==> src/rtl/combo_lock_fsm.sv <==
// Combination-lock controller: collects keypad digits, opens on a full correct
// code, counts consecutive failed attempts and enters a timed lockout after
// MAX_TRIES of them. Optional auto-relock after OPEN_CYCLES clocks in OPEN.
module combo_lock_fsm #(
  parameter int unsigned DIGIT_W        = 4,
  parameter int unsigned CODE_LEN       = 4,
  parameter logic [CODE_LEN*DIGIT_W-1:0] CODE = 16'h1234,
  parameter int unsigned MAX_TRIES      = 3,
  parameter int unsigned LOCKOUT_CYCLES = 16,
  parameter int unsigned OPEN_CYCLES    = 0,
  localparam int unsigned DeW           = $clog2(CODE_LEN + 1),
  localparam int unsigned FcW           = $clog2(MAX_TRIES + 1)
) (
  input  logic               clk,
  input  logic               rst,
  input  logic               digit_valid,
  input  logic [DIGIT_W-1:0] digit,
  input  logic               clear,
  input  logic               relock,
  output logic               unlocked,
  output logic               locked_out,
  output logic               fail_pulse,
  output logic [DeW-1:0]     digits_entered,
  output logic [FcW-1:0]     fail_count
);

  localparam logic [1:0] StLocked  = 2'd0;
  localparam logic [1:0] StOpen    = 2'd1;
  localparam logic [1:0] StLockout = 2'd2;

  localparam int unsigned LcW = (LOCKOUT_CYCLES > 1) ? $clog2(LOCKOUT_CYCLES) : 1;
  localparam int unsigned OcW = (OPEN_CYCLES > 1) ? $clog2(OPEN_CYCLES) : 1;

  logic [1:0]         state_q, state_d;
  logic [DeW-1:0]     cnt_q, cnt_d;
  logic [FcW-1:0]     fails_q, fails_d;
  logic               mismatch_q, mismatch_d;
  logic               fail_pulse_q, fail_pulse_d;
  logic               unlocked_q, locked_out_q;
  logic [LcW-1:0]     lock_tmr_q, lock_tmr_d;
  logic [OcW-1:0]     open_tmr_q, open_tmr_d;
  logic [DIGIT_W-1:0] exp_digit;
  logic               any_mismatch;
  logic               last_digit;

  // Select the code digit expected at the current entry position (MS digit first).
  always_comb begin
    exp_digit = '0;
    for (int i = 0; i < int'(CODE_LEN); i++) begin
      if (cnt_q == DeW'(i)) begin
        exp_digit = CODE[(int'(CODE_LEN) - 1 - i) * int'(DIGIT_W) +: DIGIT_W];
      end
    end
  end

  // Sticky mismatch including the digit being accepted this cycle.
  always_comb begin
    any_mismatch = mismatch_q | (digit != exp_digit);
    last_digit   = (cnt_q == DeW'(CODE_LEN - 1));
  end

  // Next-state, counter and timer logic.
  always_comb begin
    state_d      = state_q;
    cnt_d        = cnt_q;
    fails_d      = fails_q;
    mismatch_d   = mismatch_q;
    fail_pulse_d = 1'b0;
    lock_tmr_d   = lock_tmr_q;
    open_tmr_d   = open_tmr_q;
    case (state_q)
      StLocked: begin
        // clear takes priority and discards a simultaneous digit
        if (clear) begin
          cnt_d      = '0;
          mismatch_d = 1'b0;
        end else if (digit_valid) begin
          if (last_digit) begin
            cnt_d      = '0;
            mismatch_d = 1'b0;
            if (!any_mismatch) begin
              state_d    = StOpen;
              fails_d    = '0;
              open_tmr_d = OcW'(OPEN_CYCLES - 1);
            end else begin
              fail_pulse_d = 1'b1;
              fails_d      = fails_q + FcW'(1);
              if (fails_q == FcW'(MAX_TRIES - 1)) begin
                state_d    = StLockout;
                lock_tmr_d = LcW'(LOCKOUT_CYCLES - 1);
              end
            end
          end else begin
            cnt_d      = cnt_q + DeW'(1);
            mismatch_d = any_mismatch;
          end
        end
      end
      StOpen: begin
        // relock and timer expiry together still make one transition
        if (relock) begin
          state_d = StLocked;
          fails_d = '0;
        end else if (OPEN_CYCLES > 0) begin
          if (open_tmr_q == '0) begin
            state_d = StLocked;
          end else begin
            open_tmr_d = open_tmr_q - OcW'(1);
          end
        end
      end
      StLockout: begin
        if (lock_tmr_q == '0) begin
          state_d    = StLocked;
          fails_d    = '0;
          cnt_d      = '0;
          mismatch_d = 1'b0;
        end else begin
          lock_tmr_d = lock_tmr_q - LcW'(1);
        end
      end
      default: begin
        state_d = StLocked;
      end
    endcase
  end

  // State and registered outputs, asynchronous active-high reset.
  always_ff @(posedge clk or posedge rst) begin
    if (rst) begin
      state_q      <= StLocked;
      cnt_q        <= '0;
      fails_q      <= '0;
      mismatch_q   <= 1'b0;
      fail_pulse_q <= 1'b0;
      unlocked_q   <= 1'b0;
      locked_out_q <= 1'b0;
      lock_tmr_q   <= '0;
      open_tmr_q   <= '0;
    end else begin
      state_q      <= state_d;
      cnt_q        <= cnt_d;
      fails_q      <= fails_d;
      mismatch_q   <= mismatch_d;
      fail_pulse_q <= fail_pulse_d;
      unlocked_q   <= (state_d == StOpen);
      locked_out_q <= (state_d == StLockout);
      lock_tmr_q   <= lock_tmr_d;
      open_tmr_q   <= open_tmr_d;
    end
  end

  assign unlocked       = unlocked_q;
  assign locked_out     = locked_out_q;
  assign fail_pulse     = fail_pulse_q;
  assign digits_entered = cnt_q;
  assign fail_count     = fails_q;

endmodule

==> config.mk <==
export PLATFORM = sky130hd
export DESIGN_NAME = combo_lock_fsm
export DESIGN_NICKNAME = d
export VERILOG_FILES = /design/src/rtl/combo_lock_fsm.sv
export SDC_FILE = /design/constraint.sdc
export NUM_CORES = 1
export LEC_CHECK = 0
export ABC_AREA = 1
export CORE_MARGIN = 1.5
export CORE_UTILIZATION = 53
export CTS_BUF_LIST = sky130_fd_sc_hd__clkbuf_16
export DETAILED_ROUTE_END_ITERATION = 6
export GPL_ROUTABILITY_DRIVEN = 0
export PLACE_DENSITY = 0.79
export RECOVER_POWER = 100
export SLEW_MARGIN = 10
export SYNTH_ARGS = -nofsm -noshare
export SYNTH_HDL_FRONTEND = slang
export SYNTH_SLANG_ARGS = --single-unit
==> constraint.sdc <==
create_clock -name clk -period 2 [get_ports clk]
set_clock_uncertainty 0.05 [all_clocks]
set_input_delay 0.4 -clock clk [delete_from_list [all_inputs] [get_ports clk]]
set_output_delay 0.4 -clock clk [all_outputs]
set_load 0.02 [all_outputs]
==> run metrics <==
synthesized area 1110 sq um; combinational family with the most area after synthesis simple AND/OR/NAND/NOR gates; max-cap check violation count 0; port bufs 16; Root Buffer clkbuf_16; post-route ant nets 0; Crit-path slowest cell dfrtp_1; Yosys reg bits 15; Ports 17; vias in the first global route 1059; Die X 48.8 um; status complete, no violations; most frequent cells in the layout nand2_1 (41), inv_1 (30), dfrtp_1 (15); cell row count 16; Yosys top cell by area dfrtp_1; gr usage total 22.6%; count of warnings emitted by yosys 0; Synth Area in XOR/XNOR 0%; Cell Chain, Critical Path ha_1, nor2_4, nand2_1, nand2_1, nand2_1, nand4_1, nand4_1, nand2_1, nand2_1; Critical Path Most Common Cell nand2_1; Global Route met1 Usage 25.4%; worst path buffer plus inverter count 0; synthesized area per cell 7.16 sq um; RSZ-0062 raised after global routing false; net count reported at finish 193; Die Area 2380 sq um; Total Power 0.00171 W; Clock Sinks 15; Clock Latency Late Sink 0.24 ns; crit path launch type register; Clock Tree Buf Depth 2; clock buffer count from CTS 3; family with the most delay on the worst path simple AND/OR/NAND/NOR gates; adder-cell share of the synthesized area 11.3%; WP data arrival 1.92 ns; core footprint 1960 sq um; DP HPWL 1.80 mm; mux share of post-synthesis cell area 0%; diode count 0; Hold WC Path Type reg2reg; vias per std cell 5.21; DR pass1 iterations 4; fin crit period 1.84 ns; Seq/Total Area, Yosys 33.8%; Max FO, Critical Path 6; GRT overflow 0; Slowest Stage Delay on Critical Path 0.44 ns; compound-cell area share of the yosys netlist 7.44%; H-tree Lvls 1; Worst-path clk slew 0.05 ns; share of cells above drive strength 1 12.7%; final worst path period share 92.0%; post-synthesis simple-gate area fraction 35.2%; fraction of registers with async set/reset 100%; Core Util, Final 69.5%; met2 GRT Util 40.2%; post-CTS setup buffers 0; Non-Filler Instances 200; Die H 48.8 um; Lkg Pwr 0.752 nW; GRT busiest layer met2; drt total wl 2.37 mm; dpl cells 196; met3 Use GR 5.25%; vias post-DR 1041; Final setup violation count 0; synth unique cells 23; Rel. slew slack 60.5%; CP Capture Type register; drt drc 0; Final Max Tran Viols 0; Final Hold Violating Endpoints 0; most common cell after layout, fill and taps aside nand2_1; largest net degree at the start of global routing 16; Worst Tran Pin Value 0.593 ns; Final TNS setup 0 ns; area grow syn2layout 22.9%; post-synth top area share 33.8%; antenna violations before repair 0; Post-Syn Instances 155; Post-synth EDFFs 0; top cells by area, synth dfrtp_1 (34%), nand2_1 (13%), ha_1 (11%); f_max 0.543 GHz; CTS tree yes; Pwr Density 1260 nW/um^2; Max VDD drop 891 uV; routed length per placed instance 11.8 um; WP data required 2.08 ns; predominant post-synthesis flop cell dfrtp_1; Starting DRT DRC Count 22; first-pass GRT wire length 4.20 mm; Starting Density 56.6%; Worst Path Class, Setup reg2reg; WHS 0.447 ns; Syn Nets 174
-- synthesized netlist by cell type (3+ instances only) --
cell type and number:
nand2_1 39, inv_1 29, dfrtp_1 15, nand3_1 13, ha_1 10, nor2_1 10
nand2_2 7, o21ai_0 6, nand4_1 4, inv_2 3, o21ai_1 3
-- where the power goes --
group	leakage, nW	internal, W	switching [W]
registers	0.195	0.000407	0.0000841
clock network	0.0423	0.000265	0.000119
logic	0.515	0.000314	0.000525
total	0.752	0.000986	0.000727
-- metal layers --
layer  wire [um]  share of wire (%)
met2        1170                 50
met3         126                5.3
met1         987                 42
met4          76                3.2
met5           0                  0
-- layout make-up --
class                   count  area (sq um)
fillers                   165           598
multi-input cells         106           596
flip-flops and latches     15           375
repair buffers             16           160
inverters                  32           120
clock buffers               3          75.1
well taps                  27          33.8
clock inverters             1          3.75
-- metrics by stage --
step                      setup WS (ns)  area [sq um]
final                             0.159          1360
after CTS                         0.165          1370
after global placement            0.212          1290
after floorplan                   0.339          1110
after global routing            0.00230          1360
after detailed placement          0.122          1290
-- worst min-delay path, cell delays in order, from the launching register on --
cell and delay, ns:
dfrtp_1 0.34, nand2_1 0.05, o21ai_0 0.06
-- cells by family after synthesis --
| group | count (synthesis) |
|---|---|
| fa+ha+maj | 10 |
| flops | 15 |
| buf+inv | 34 |
| compound gates | 14 |
| simple gates | 82 |
-- path summary, 6_finish.rpt --
kind	start	to	slack, ns	cells past startpoint
setup / recovery	digits_entered[0]$_DFFE_PP0P_	lock_tmr_q[0]$_DFFE_PP0P_	0.16	9
hold / removal	mismatch_q$_DFFE_PP0P_	mismatch_q$_DFFE_PP0P_	0.45	2
setup reg to reg	digits_entered[0]$_DFFE_PP0P_	lock_tmr_q[0]$_DFFE_PP0P_	0.16	9
hold reg to reg	mismatch_q$_DFFE_PP0P_	mismatch_q$_DFFE_PP0P_	0.45	2
max in group asynchronous	rst	lock_tmr_q[3]$_DFFE_PP0P_	0.91	2
min in group asynchronous	rst	unlocked$_DFF_PP0_	0.61	2
-- state kept, by name, indices dropped and copies added, names as in the netlist --
register / cells
lock_tmr_q: 4
digits_entered: 3
fail_count: 2
state_q: 2
fail_pulse: 1
locked_out: 1
mismatch_q: 1
unlocked: 1
-- timing repair --
action	in CTS	in global routing
hold endpoints to repair	0	0
hold buffers	0	0
resized for setup	0	1
endpoints found under the setup margin	0	1
(Power assumes the default switching activity.)
